<file path="src/rtl/conv_defines_pkg.sv">
// Shared definitions for the convolution datapath: tap width, default
// kernel depth and default lane count for the multi-channel shifter.
package conv_defines_pkg;

    localparam int DATA_WIDTH    = 8;
    localparam int SHIFTER_DEPTH = 9;
    localparam int MC_NUM_CH     = 4;

    typedef logic [DATA_WIDTH-1:0] tap_t;

endpackage

</file>
<file path="src/rtl/shifter_lane.sv">
// One channel of the kernel-tap shifter: DEPTH taps that either shift a
// new tap in at the tail or rotate left, with entry 0 exposed as the head.
module shifter_lane #(
    parameter int DATA_WIDTH = conv_defines_pkg::DATA_WIDTH,
    parameter int DEPTH      = conv_defines_pkg::SHIFTER_DEPTH
) (
    input  logic                  clk,
    input  logic                  rst,
    input  logic                  clear,
    input  logic                  do_load,
    input  logic                  do_rot,
    input  logic [DATA_WIDTH-1:0] lane_in,
    output logic [DATA_WIDTH-1:0] head
);

    logic [DATA_WIDTH-1:0] r_taps [DEPTH];

    // Tap storage: flush, shift-in at the tail, or left-rotate; load has priority.
    always_ff @(posedge clk or posedge rst) begin
        if (rst) begin
            for (int i = 0; i < DEPTH; i++) r_taps[i] <= '0;
        end else if (clear) begin
            for (int i = 0; i < DEPTH; i++) r_taps[i] <= '0;
        end else if (do_load) begin
            for (int i = 0; i < DEPTH-1; i++) r_taps[i] <= r_taps[i+1];
            r_taps[DEPTH-1] <= lane_in;
        end else if (do_rot) begin
            for (int i = 0; i < DEPTH-1; i++) r_taps[i] <= r_taps[i+1];
            r_taps[DEPTH-1] <= r_taps[0];
        end
    end

    assign head = r_taps[0];

endmodule

</file>
<file path="src/rtl/shifter_conv_mc.sv">
// Multi-channel kernel-tap shifter. NUM_CH lanes load and rotate in
// lockstep; this top owns all control (fire decode, fill count, head
// position, pass-complete pulse) and the lanes only hold data.
//
// Load handshake: a tap vector is taken on a rising edge where
// load_valid and load_ready are both high and clear is low. load_ready is
// combinational (!full | cfg_slide) and never depends on load_valid; the
// producer must hold load_valid/load_data stable until that edge.
module shifter_conv_mc #(
    parameter int DATA_WIDTH = conv_defines_pkg::DATA_WIDTH,
    parameter int DEPTH      = conv_defines_pkg::SHIFTER_DEPTH,
    parameter int NUM_CH     = conv_defines_pkg::MC_NUM_CH,
    localparam int CW        = $clog2(DEPTH+1),
    localparam int IW        = $clog2(DEPTH)
) (
    input  logic                         clk,
    input  logic                         rst,
    input  logic                         clear,
    input  logic                         cfg_slide,
    input  logic                         load_valid,
    output logic                         load_ready,
    input  logic [NUM_CH*DATA_WIDTH-1:0] load_data,
    input  logic                         rot_en,
    output logic [NUM_CH*DATA_WIDTH-1:0] out_data,
    output logic [CW-1:0]                fill_count,
    output logic                         full,
    output logic                         empty,
    output logic [IW-1:0]                head_idx,
    output logic                         pass_done
);

    logic [CW-1:0] r_fill;
    logic [IW-1:0] r_head;
    logic          r_pass;

    logic w_full;
    logic w_fire;
    logic w_rot;
    logic w_wrap;

    assign w_full     = (r_fill == CW'(DEPTH));
    assign load_ready = !w_full | cfg_slide;

    // Clear suppresses both operations; a load fire shadows a same-cycle rotate,
    // and rotation is only meaningful once every tap is valid.
    always_comb begin
        w_fire = 1'b0;
        w_rot  = 1'b0;
        w_wrap = 1'b0;
        if (!clear) begin
            w_fire = load_valid & load_ready;
            w_rot  = rot_en & w_full & !w_fire;
        end
        w_wrap = w_rot & (r_head == IW'(DEPTH-1));
    end

    // Fill counter: saturates at DEPTH so slide loads keep it pinned at full.
    always_ff @(posedge clk or posedge rst) begin
        if (rst) begin
            r_fill <= '0;
        end else if (clear) begin
            r_fill <= '0;
        end else if (w_fire && !w_full) begin
            r_fill <= r_fill + 1'b1;
        end
    end

    // Head position: rotations since last load/clear, wrapping at DEPTH.
    always_ff @(posedge clk or posedge rst) begin
        if (rst) begin
            r_head <= '0;
        end else if (clear || w_fire) begin
            r_head <= '0;
        end else if (w_rot) begin
            r_head <= w_wrap ? '0 : r_head + 1'b1;
        end
    end

    // Pass-complete pulse: one cycle after the rotate that restores load order.
    always_ff @(posedge clk or posedge rst) begin
        if (rst) begin
            r_pass <= 1'b0;
        end else if (clear) begin
            r_pass <= 1'b0;
        end else begin
            r_pass <= w_wrap;
        end
    end

    genvar k;
    generate
        for (k = 0; k < NUM_CH; k++) begin : g_lane
            shifter_lane #(
                .DATA_WIDTH (DATA_WIDTH),
                .DEPTH      (DEPTH)
            ) u_lane (
                .clk     (clk),
                .rst     (rst),
                .clear   (clear),
                .do_load (w_fire),
                .do_rot  (w_rot),
                .lane_in (load_data[k*DATA_WIDTH +: DATA_WIDTH]),
                .head    (out_data[k*DATA_WIDTH +: DATA_WIDTH])
            );
        end
    endgenerate

    assign fill_count = r_fill;
    assign full       = w_full;
    assign empty      = (r_fill == '0);
    assign head_idx   = r_head;
    assign pass_done  = r_pass;

endmodule

</file>
<file path="config.mk">
export PLATFORM = sky130hd
export DESIGN_NAME = shifter_conv_mc
export DESIGN_NICKNAME = d
export VERILOG_FILES = /design/src/rtl/conv_defines_pkg.sv /design/src/rtl/shifter_lane.sv /design/src/rtl/shifter_conv_mc.sv
export SDC_FILE = /design/constraint.sdc
export NUM_CORES = 1
export LEC_CHECK = 0
export ABC_AREA = 0
export BUFFER_PORTS_ARGS = -buffer_cell sky130_fd_sc_hd__buf_4
export CAP_MARGIN = 10
export CORE_ASPECT_RATIO = 1.4
export CORE_UTILIZATION = 57
export CTS_BUF_LIST = sky130_fd_sc_hd__clkbuf_4 sky130_fd_sc_hd__clkbuf_8 sky130_fd_sc_hd__clkbuf_16
export DETAILED_ROUTE_END_ITERATION = 10
export GPL_ROUTABILITY_DRIVEN = 0
export PLACE_DENSITY = 0.78
export REMOVE_ABC_BUFFERS = 1
export SLEW_MARGIN = 20
export SYNTH_ARGS = -nofsm -noshare
export SYNTH_HDL_FRONTEND = slang
export SYNTH_SLANG_ARGS = --single-unit
</file>
<file path="constraint.sdc">
create_clock -name clk -period 29.5 [get_ports clk]
set_clock_uncertainty 0.15 [all_clocks]
set_input_delay 5.9 -clock clk [delete_from_list [all_inputs] [get_ports clk]]
set_output_delay 5.9 -clock clk [all_outputs]
set_load 0.005 [all_outputs]
</file>
After elaboration in Yosys (flattened, before gate mapping)
Index checks and enable logic that the tools add are counted.
{ "totals": {"regBits": 297, "latch_bits": 0, "ramBits": 0, "rom_bits": 0, "inputBits": 38, "out_inout_bits": 44, "word_cells": 76, "mem_count": 0} }
{ "classes": {"add_sub_neg": 2, "multipliers": 0, "div": 0, "order_cmp": 0, "n_eq_ne": 2, "n_shift": 0, "muxes": 20, "bitwise_logic": 5, "reduce_logical": 8} }
{ "ops": {"columns": ["cell", "count"], "rows": [
  ["72-bit 2-to-1 mux", 12],
  ["4-bit 2-to-1 mux", 5],
  ["4-bit by 1-bit adder with 4-bit output, second input constant", 2],
  ["4-bit == test, second input constant", 2],
  ["1-bit bitwise AND", 4],
  ["4-bit zero test", 1],
  ["2-bit nonzero test", 2],
  ["1-bit 2-to-1 mux", 3],
  ["3-bit nonzero test", 1],
  ["1-bit zero test", 2],
  ["1-bit logical AND", 1],
  ["1-bit logical OR", 1],
  ["1-bit bitwise OR", 1]
]} }

Longest topological paths before layout
Gate-level depths: netlist (run 1).
{ "logic_depth": {"word_depth": 11, "ltp_mapped": 9, "ltp_nobuf": 6} }

By module
A second synthesis (run 1) with hierarchy kept.
{ "unflattened": {"hier_cells": 1403, "hier_area_um2": 14527.7} }
{ "by_module_without_submodules": {"columns": ["mod", "n_inst", "cells_each", "area_each_um2", "seq_area_each_um2"], "rows": [
  ["shifter_lane", 4, 336, 3494.6, 1801.7],
  ["shifter_conv_mc", 1, 59, 549.3, 225.2]
]} }

Worst setup path after synthesis (run 1)
No wires, ideal clock.
{ "synth_path": {"kind": "input -> output", "from": "input cfg_slide", "to": "output load_ready", "t_arrival_ns": 6.327, "t_required_ns": 23.450, "setup_slack_ns": 17.123, "path_stages": 3, "n_path_buf": 1, "path_cell_list": "and4bb_1 -> buf_4 -> inv_2"} }
{ "synth_via": {"elab_chain_cells": 1} }
{ "synth_lines": {"columns": ["item", "line_no", "text"], "rows": [
  ["from (decl)", "shifter_conv_mc.sv:19", "input logic cfg_slide,"],
  ["1-bit bitwise OR", "shifter_conv_mc.sv:42", "assign load_ready = !w_full | cfg_slide;"],
  ["to (decl)", "shifter_conv_mc.sv:21", "output logic load_ready,"]
]} }
Every way passes these cells.

Final worst setup path (run 1)
Ends and elaborated chain as after synthesis.

==> metrics.txt, run 1 <==
outcome finished, final reports clean; final max-slew violation count 0; # H-tree levels 1; cell taking the most area after synthesis dfrtp_1; critical path, cell by cell buf_4 -> and4bb_2 -> buf_4 -> inv_2 -> buf_4; RSZ-0062 raised after global routing false; share of the yosys chip area belonging to registers between 50 and 60%; slew of the pin with the lowest slew margin 0.934 ns; post-layout util 64.1%; dominant synthesized flop cell dfrtp_1; Worst Path Required 23.45 ns; share of cells above drive strength 1 12.9%; Largest stage delay, worst path 0.45 ns; Critical R2R Capture g_lane[0].u_lane.r_taps[57]; CP Data Arrival Time 7.04 ns; # placed instances roughly 1.4k; min Tclk post-route 13.09 ns; Yosys top cell area share 57.7%; core area approximately 22000 um^2; number of global-route vias before repair 8403; Setup crit start cfg_slide; starting density of the core 58.5%; # rows 64; Avg Cell Area, Syn 11.3 um^2; CTS clk-pin slew, worst paths 0.07 ns; synth-to-layout area growth 9.62%; dpl hpwl 13900 um; final net count 1189; Clk Latency, worst-skew pair 0.54 ns; largest cells by area after synthesis dfrtp_1, mux2i_1, nand2_1; die height ~180 um; Post-Layout Cell Count 1462; setup violators final 0; # IOs 82; clk sink count 297; crit start category primary input; root buffer cell clkbuf_16; Synth cell types 31; Hold-fix buffers, CTS 0; vias per std cell 5.53; fmax 76.4 MHz; critical path type in2out; Synth warnings 0; aggregate routed wire length 24600 um; Lkg Pwr 7.00 nW; Total Routing Usage GR between 20 and 25%; first-pass iteration count of the detailed router 5; count leader, synth nand2_1; power density over the cells 58.1 nW/um^2; synthesized flop and latch total slightly below 300; asr flop ratio synth 100%; post-route clock period utilization 44.4%; initial antenna violation count 0; CTS tree built; HP Class reg2reg; Starting DRT DRC Count roughly 550; cells after synthesis between 1k and 1.5k; DRC 0; r2r setup slk 25.83 ns; # diodes 0; RR Startpoint fill_count[1]; Syn Std Cell Area ~13000 um^2; Critical Path Fanout Max 35; largest net degree at the start of global routing 171; maximum VDD drop between 30 and 40 uV; Post-synth EDFFs 0; slew margin rel. 37.5%; slowest stage cell on the critical path buf_4; Die X ~130 um; CTS resizes 0; Worst R2R Path Depth 8; WL per Instance about 17 um; die area 23200 um^2; final hold vios 0; Post-CTS Setup Repair Bufs 0; Clock Tree Buf Depth 3; Worst path most repeated cell buf_4; vias 8092; Max-Cap Viols 0; fillers 1704; element type at the critical path end primary output; Post-DRT Antenna Nets 0; Worst setup endpoint load_ready; Commonest cells post-synth nand2_1, dfrtp_1, mux2i_1, clkbuf_1, buf_4; Num CTS Buffers 28; Remaining Overflow, GRT 0; first-pass GRT wire length 41500 um; Port Buffers a little over 80; Fin Setup TNS 0 ns
metal layers:
metal,routed length [um],GRT usage [%]
met1,10900,29.9
met2,12300,37.2
met3,668,2.59
met4,728,8.19
met5,0,0
how the worst min path moves through the flow:
stage	slack (ns)	from	cells after the start	end
global route	0.39	g_lane[1].u_lane.r_taps[0]	2	g_lane[1].u_lane.r_taps[8]
finish	0.37	g_lane[1].u_lane.r_taps[3]	2	g_lane[1].u_lane.r_taps[11]
floorplan	0.35	g_lane[0].u_lane.r_taps[56]	2	g_lane[0].u_lane.head[0]
global placement	0.36	g_lane[1].u_lane.r_taps[0]	2	g_lane[1].u_lane.r_taps[8]
detailed placement	0.37	g_lane[1].u_lane.r_taps[58]	2	g_lane[1].u_lane.head[2]
CTS	0.38	g_lane[1].u_lane.r_taps[3]	2	g_lane[1].u_lane.r_taps[11]
worst max-delay path: cells and delay by family:
kind	cells	cell delay (ns)
buf+inv	4	0.85
simple gates	1	0.27
registers in the layout, summed over array words and instances, names as in the netlist:
| register | flops |
|---|---|
| g_lane.u_lane.head | 32 |
| fill_count | 4 |
| g_lane.u_lane.r_taps | 256 |
| pass_done | 1 |
| head_idx | 4 |
layout by cell type, fill, tap and decap left out, drive strengths merged, types with 6 or more instances in the layout:
cell type  count
a311oi        33
nor3          33
nand2        355
clkbuf        40
nand3          6
dfrtp        297
inv           12
mux2i        257
buf           93
where the power goes:
| group | switching, W | internal (W) | leakage, nW |
|---|---|---|---|
| Sequential | 0.00000287 | 0.000414 | 4.10 |
| Clock | 0.000150 | 0.000205 | 0.457 |
| Combinational | 0.0000322 | 0.0000170 | 2.44 |
| Total | 0.000185 | 0.000636 | 7.00 |
area by class of cell:
cell class / instances / area, um^2 / share of cell area, %
Clock inverter: 9 / 78.8 / 0.558
Tap cell: 297 / 372 / 2.63
Multi-Input combinational cell: 715 / 4650 / 32.9
Inverter: 11 / 56.3 / 0.399
Timing Repair Buffer: 93 / 702 / 4.97
Sequential cell: 297 / 7430 / 52.6
Clock buffer: 40 / 833 / 5.90
kinds of logic after synthesis:
logic type | after synthesis | synth area share [%]
adder cells (fa/ha/maj) | 5 | 0.486
flip-flops | 297 | 57.7
AO/OA/AOI/OAI | 45 | 2.81
XOR/XNOR | 1 | 0.0680
AND/OR/NAND/NOR | 407 | 12.6
multiplexers | 257 | 20.0
buffers and inverters | 126 | 6.37
through the flow:
stage | setup slack, ns | total power, W | hold WS [ns] | cell area, um^2
after detailed placement | 16.42 | 0.000474 | 0.371 | 13200
after global routing | 16.38 | 0.000848 | 0.392 | 14100
after CTS | 16.42 | 0.000828 | 0.381 | 14100
after global placement | 16.43 | 0.000473 | 0.361 | 13200
after floorplan | 14.54 | 0.000467 | 0.352 | 12100
final | 16.41 | 0.000821 | 0.375 | 14100
(Power assumes the default switching activity.)
==> run 2: changes to the inputs <==
--- a/config.mk
+++ b/config.mk
@@ -5,7 +5,7 @@
 export SDC_FILE = /design/constraint.sdc
 export NUM_CORES = 1
 export LEC_CHECK = 0
-export ABC_AREA = 0
+export ABC_AREA = 1
 export BUFFER_PORTS_ARGS = -buffer_cell sky130_fd_sc_hd__buf_4
 export CAP_MARGIN = 10
 export CORE_ASPECT_RATIO = 1.4
@@ -13,7 +13,7 @@
 export CTS_BUF_LIST = sky130_fd_sc_hd__clkbuf_4 sky130_fd_sc_hd__clkbuf_8 sky130_fd_sc_hd__clkbuf_16
 export DETAILED_ROUTE_END_ITERATION = 10
 export GPL_ROUTABILITY_DRIVEN = 0
-export PLACE_DENSITY = 0.78
+export PLACE_DENSITY = 0.77
 export REMOVE_ABC_BUFFERS = 1
 export SLEW_MARGIN = 20
 export SYNTH_ARGS = -nofsm -noshare
==> constraint.sdc (replaced) <==
create_clock -name clk -period 13.2 [get_ports clk]
set_clock_uncertainty 0.15 [all_clocks]
set_input_delay 2.64 -clock clk [delete_from_list [all_inputs] [get_ports clk]]
set_output_delay 2.64 -clock clk [all_outputs]
set_load 0.005 [all_outputs]
==> run 2 against run 1 <==
Against the previous run: first-iteration DRC count increased by 50%; core utilization decreased by 1.0 points; combinational power increased by 130%; critical path type unchanged; largest cell class unchanged.
==> metrics.txt, run 2 <==
Comb power frac a little under 6%; final net count 1998; outcome finished, final reports clean; Clock Tree Buf Depth 3; die height 190 um; # diodes 0; setup violators final 0; Num CTS Buffers 29; Worst Path Required 10.41 ns; root buffer cell clkbuf_16; Total Routing Usage GR 21.7%; Post-synth EDFFs 0; Hold-fix buffers, CTS 0; Crit path max-delay family buffers and inverters; Largest stage delay, worst path 0.29 ns; Seq pwr share about half; RR Startpoint fill_count[1]; Critical Path Fanout Max 36; RSZ-0062 raised after global routing false; dominant synthesized flop cell dfrtp_1; critical path type in2out; Hold Slack 0.318 ns; r2r setup slk 9.14 ns; core area 24700 um^2; hold path depth 2; final max-slew violation count 0; Psw 0.000437 W; dpl hpwl around 15000 um; min Tclk post-route 6.22 ns; Port Buffers 81; largest cells by area after synthesis dfrtp_1, nand2_1, inv_1; clock share of power 44.5%; WL per Instance about 12 um; fmax about 160 MHz; Critical R2R Capture g_lane[0].u_lane.r_taps[6]; pre-CTS setup slack 7.00 ns; synthesized flop and latch total about 300; sw frac 23.1%; critical path, cell by cell buf_4 -> inv_1 -> nand2_4 -> buf_4; final hold vios 0; commonest cells after routing, fill and taps aside nand2_1, dfrtp_1, inv_1; share of the yosys chip area belonging to registers about half; Post-CTS Setup Repair Bufs 0; Worst Setup Slack, final 6.98 ns; Starting DRT DRC Count 826; vias 11.1k; Largest register FFs 256; # IOs roughly 80; commonest non-fill, non-tap cell in the layout nand2_1; post-route clock period utilization 47.1%; WP buf/inv 3; power density over the cells 121 nW/um^2; Syn Std Cell Area 14300 um^2; starting density of the core 58.1%; Post-DRT Antenna Nets 0; die area 25800 um^2; asr flop ratio synth between 90% and 100%; largest net degree at the start of global routing 254; aggregate routed wire length about 27000 um; most flop-heavy register g_lane.u_lane.r_taps; crit start category primary input; Yosys top cell area share 51.8%; first-pass GRT wire length 47000 um; Worst R2R Path Depth 12; count leader, synth nand2_1; Die X 136 um; CTS tree built; Avg Cell Area, Syn 7.26 um^2; Fin Setup TNS 0 ns; clk sink count 297; Lkg Pwr a little under 9 nW; Clk Latency, worst-skew pair 0.55 ns; hold path endpoint g_lane[2].u_lane.r_taps[31]; # H-tree levels 1; Internal Dissipation 0.00145 W; slowest stage cell on the critical path nand2_4; Worst path most repeated cell buf_4; slew margin rel. 27.3%; hold_sp g_lane[2].u_lane.r_taps[31]; synth-to-layout area growth 8.52%; CTS clk-pin slew, worst paths 0.06 ns; number of global-route vias before repair 10.7k; maximum VDD drop between 100 and 150 uV; vias per std cell approximately 5; cells after synthesis between 1.5k and 2k; Synth warnings 0; Synth cell types 21; Max-Cap Viols 0; # rows 68; DRC 0; HP Class reg2reg; post-layout util 63.1%; slew of the pin with the lowest slew margin ~1.1 ns; CTS resizes 0; CP Data Arrival Time 3.43 ns; cell taking the most area after synthesis dfrtp_1; element type at the critical path end primary output; share of cells above drive strength 1 7.64%; Remaining Overflow, GRT 0; initial antenna violation count 0; Commonest cells post-synth nand2_1, dfrtp_1, inv_1, nor2_1, clkbuf_1; first-pass iteration count of the detailed router 7
## run 2: changes by cell type in the layout (fill, tap and decap cells not counted), moves of 4 or more
cell      change
nand2_1     +557
clkbuf_8      +7
mux2i_1     -257
nand3_1      +37
buf_4         -5
nor2_1      +257
a21oi_1       -4
a311oi_1     -33
nor3_1       -32
nand4_1      +33
inv_1       +260
## run 2: power groups by stage
stage	clock network, W	registers, W	logic (W)
after CTS	0.000860	0.000936	0.000113
after detailed placement	0	0.000953	0.000113
after floorplan	0	0.000951	0.0000658
after global routing	0.000890	0.000938	0.000128
after global placement	0	0.000952	0.000112
final	0.000840	0.000936	0.000112
## run 2: per-layer routing
| metal | track usage (%) | share of wire, % |
|---|---|---|
| met5 | 0 | 0 |
| met3 | 2.45 | 3.4 |
| met4 | 5.34 | 1.4 |
| met1 | 27.4 | 45 |
| met2 | 39.2 | 50 |
## run 2: worst min-delay path, cell delays in order, from the launching register on
cell and delay, ns:
dfrtp_1 0.34, nand2_1 0.05, nand2_1 0.05
## run 2: final cells by class
class                   instances  area (um^2)
well taps                     315          394
flip-flops and latches        297         7430
fillers                      2174         9100
clock inverters                 6         63.8
inverters                     269         1020
clock buffers                  46          922
multi-input cells            1266         5010
repair buffers                 92          727
## run 2: logic make-up after synthesis
logic type / count (synthesis) / share of synthesized area (%)
adder cells (fa/ha/maj): 5 / 0.436
AND/OR/NAND/NOR: 1255 / 34.0
AO/OA/AOI/OAI: 2 / 0.0872
XOR/XNOR: 4 / 0.244
buffers and inverters: 412 / 13.4
flip-flops: 297 / 51.8
## run 2: through the flow
| step | total power [W] | area (um^2) | std cells |
|---|---|---|---|
| global route | 0.00196 | 15600 | 2291 |
| global placement | 0.00106 | 14600 | 2238 |
| floorplan | 0.00102 | 13400 | 1832 |
| detailed placement | 0.00107 | 14600 | 2238 |
| finish | 0.00189 | 15600 | 2291 |
| CTS | 0.00191 | 15500 | 2290 |
## run 2: worst max-delay path by stage
stage | start | endpoint | cells past startpoint
5_1_grt | cfg_slide | load_ready | 4
4_1_cts | cfg_slide | load_ready | 4
6_report | cfg_slide | load_ready | 4
2_1_floorplan | rst | fill_count[0] | 1
3_5_place_dp | cfg_slide | load_ready | 4
3_3_place_gp | cfg_slide | load_ready | 4
==> run 3: changes to the inputs <==
--- a/config.mk
+++ b/config.mk
@@ -9,11 +9,11 @@
 export BUFFER_PORTS_ARGS = -buffer_cell sky130_fd_sc_hd__buf_4
 export CAP_MARGIN = 10
 export CORE_ASPECT_RATIO = 1.4
-export CORE_UTILIZATION = 57
+export CORE_UTILIZATION = 55
 export CTS_BUF_LIST = sky130_fd_sc_hd__clkbuf_4 sky130_fd_sc_hd__clkbuf_8 sky130_fd_sc_hd__clkbuf_16
 export DETAILED_ROUTE_END_ITERATION = 10
 export GPL_ROUTABILITY_DRIVEN = 0
-export PLACE_DENSITY = 0.77
+export PLACE_DENSITY = 0.78
 export REMOVE_ABC_BUFFERS = 1
 export SLEW_MARGIN = 20
 export SYNTH_ARGS = -nofsm -noshare
==> constraint.sdc (replaced) <==
create_clock -name clk -period 5.6 [get_ports clk]
set_clock_uncertainty 0.15 [all_clocks]
set_input_delay 1.12 -clock clk [delete_from_list [all_inputs] [get_ports clk]]
set_output_delay 1.12 -clock clk [all_outputs]
set_load 0.005 [all_outputs]
==> run 3 against run 2 <==
Against the previous run: the flow now finishes with violations (DRC); non-clock buffer count rose by 1; cell count rose by 0.17%; sequential power rose by 140%; die area grew 3.6%; clock-buffer cell count did not move; critical path depth grew 4; via count shrank 0.45%; first-iteration DRC count decreased by 0.12%; largest power group unchanged.
==> metrics.txt, run 3 (synthesis gave the netlist of run 2 again) <==
clk sink count around 300; Pwr Total 0.00437 W; Post-DRT Antenna Nets 0; fillers 2204; maximum VDD drop roughly 270 uV; DRC 8; number of global-route vias before repair between 10k and 15k; core area 25500 um^2; Worst R2R Path Depth 11; Worst path most repeated cell nand2_1; critical path, cell by cell buf_6 -> inv_2 -> buf_4 -> nand2_1 -> nor2_4 -> buf_12 -> nand2_1 -> nand2_1; Fin Setup TNS 0 ns; RSZ-0062 raised after global routing false; crit start category primary input; outcome finished with violations; starting density of the core 56.3%; aggregate routed wire length 27100 um; critical path type in2reg; CTS clk-pin slew, worst paths 0.06 ns; Die X ~140 um; Critical Path Fanout Max 145; share of cells above drive strength 1 approximately 7.6%; WP buf/inv 4; die area about 27000 um^2; setup violators final 0; synth-to-layout area growth 8.37%; Total Routing Usage GR 20.5%; final net count 1999; Post-Layout Cell Count 2295; fmax 286 MHz; largest net degree at the start of global routing about 220; Worst Path Required 5.92 ns; multi-input logic area around 5000 um^2; first-pass GRT wire length 46100 um; commonest cells after routing, fill and taps aside nand2_1, dfrtp_1, inv_1; slew of the pin with the lowest slew margin ~1 ns; Lkg Pwr 8.64 nW; CTS tree built; Crit path max-delay family buffers and inverters; FF+latch area 7430 um^2; first-pass iteration count of the detailed router 9; die height 193 um; post-route clock period utilization 62.5%; final max-slew violation count 0; # IOs between 80 and 90; Largest stage delay, worst path 0.64 ns; hold path depth 2; Hold-fix buffers, CTS 0; WL per Instance 11.8 um; # placed instances 2244; min Tclk post-route 3.50 ns; Remaining Overflow, GRT 0; Post-CTS Setup Repair Bufs 0; initial antenna violation count 0; dpl hpwl 14900 um; most flop-heavy register g_lane.u_lane.r_taps; post-placement cell area around 15000 um^2; post-layout util 61.0%; HP Class reg2reg; slowest stage cell on the critical path buf_4; root buffer cell clkbuf_16; commonest non-fill, non-tap cell in the layout nand2_1; Crit path depth 8; Final Instance Area between 15000 and 20000 um^2; power density over the cells 281 nW/um^2; Clk Latency, worst-skew pair 0.53 ns; Max-Cap Viols 0; failing checks DRC; CP Data Arrival Time 3.82 ns; Port Buffers 81; Num CTS Buffers 29; Starting DRT DRC Count 825; # H-tree levels 1; Largest register FFs 256; # rows between 60 and 70; vias per std cell 4.84; slew margin rel. 33.0%; final hold vios 0; vias ~11k; element type at the critical path end flip-flop; # diodes 0; Clock Tree Buf Depth 3; CTS resizes 0
==> run 3: changes by cell type in the layout (fill, tap and decap cells not counted) <==
cell | before | now
buf_6 | 3 | 1
clkinv_4 | 1 | 0
clkinv_2 | 2 | 5
buf_12 | 2 | 4
clkinvlp_4 | 2 | 0
buf_4 | 87 | 88
bufinv_16 | 1 | 0
clkbuf_4 | 6 | 8
clkbuf_8 | 11 | 9
==> run 3: path summary, 6_finish.rpt <==
check / from / to / slack (ns)
max: clear / g_lane[3].u_lane.r_taps[30] / 2.10
min: g_lane[3].u_lane.r_taps[49] / g_lane[3].u_lane.r_taps[49] / 0.32
max reg2reg: fill_count[1] / g_lane[1].u_lane.r_taps[24] / 2.42
min reg2reg: g_lane[3].u_lane.r_taps[49] / g_lane[3].u_lane.r_taps[49] / 0.32
max in group asynchronous: rst / g_lane[3].u_lane.r_taps[44] / 3.55
min in group asynchronous: rst / g_lane[1].u_lane.head[5] / 0.58
==> run 3: final cells by class <==
class	count	area share, %
well taps	319	2.57
flip-flops and latches	297	47.8
inverters	269	6.54
clock buffers	46	5.85
repair buffers	93	4.84
clock inverters	5	0.161
multi-input cells	1266	32.2
==> run 3: stage by stage <==
stage	setup WS [ns]	hold slack [ns]
3_3_place_gp	1.63	0.303
6_report	2.10	0.316
3_5_place_dp	1.58	0.308
5_1_grt	1.97	0.336
4_1_cts	2.14	0.323
2_1_floorplan	-3.87	0.292
==> run 3: power breakdown <==
part           total, W  leakage, nW  switching [W]  internal [W]
combinational  0.000266         4.05       0.000198     0.0000677
clock           0.00190        0.478       0.000793       0.00111
sequential      0.00221         4.12      0.0000222       0.00218
==> run 3: metal layers <==
metal / global-route usage, % / wire, um / up-vias
li1: - / - / 5645
met3: 2.49 / 755 / 35
met2: 38.0 / 13400 / 129
met4: 6.40 / 585 / 0
met5: 0 / 0 / -
met1: 25.1 / 12400 / 5288
==> run 3: worst register-to-register path: stages (launching register included) <==
cell and delay, ns:
dfrtp_1 0.40, inv_1 0.08, ha_1 0.18, nand2_1 0.11
nor2_4 0.06, nand2_4 0.08, nand2_4 0.27, nand3_4 0.23
buf_12 0.57, buf_4 0.72, nand2_1 0.15, nand2_1 0.11
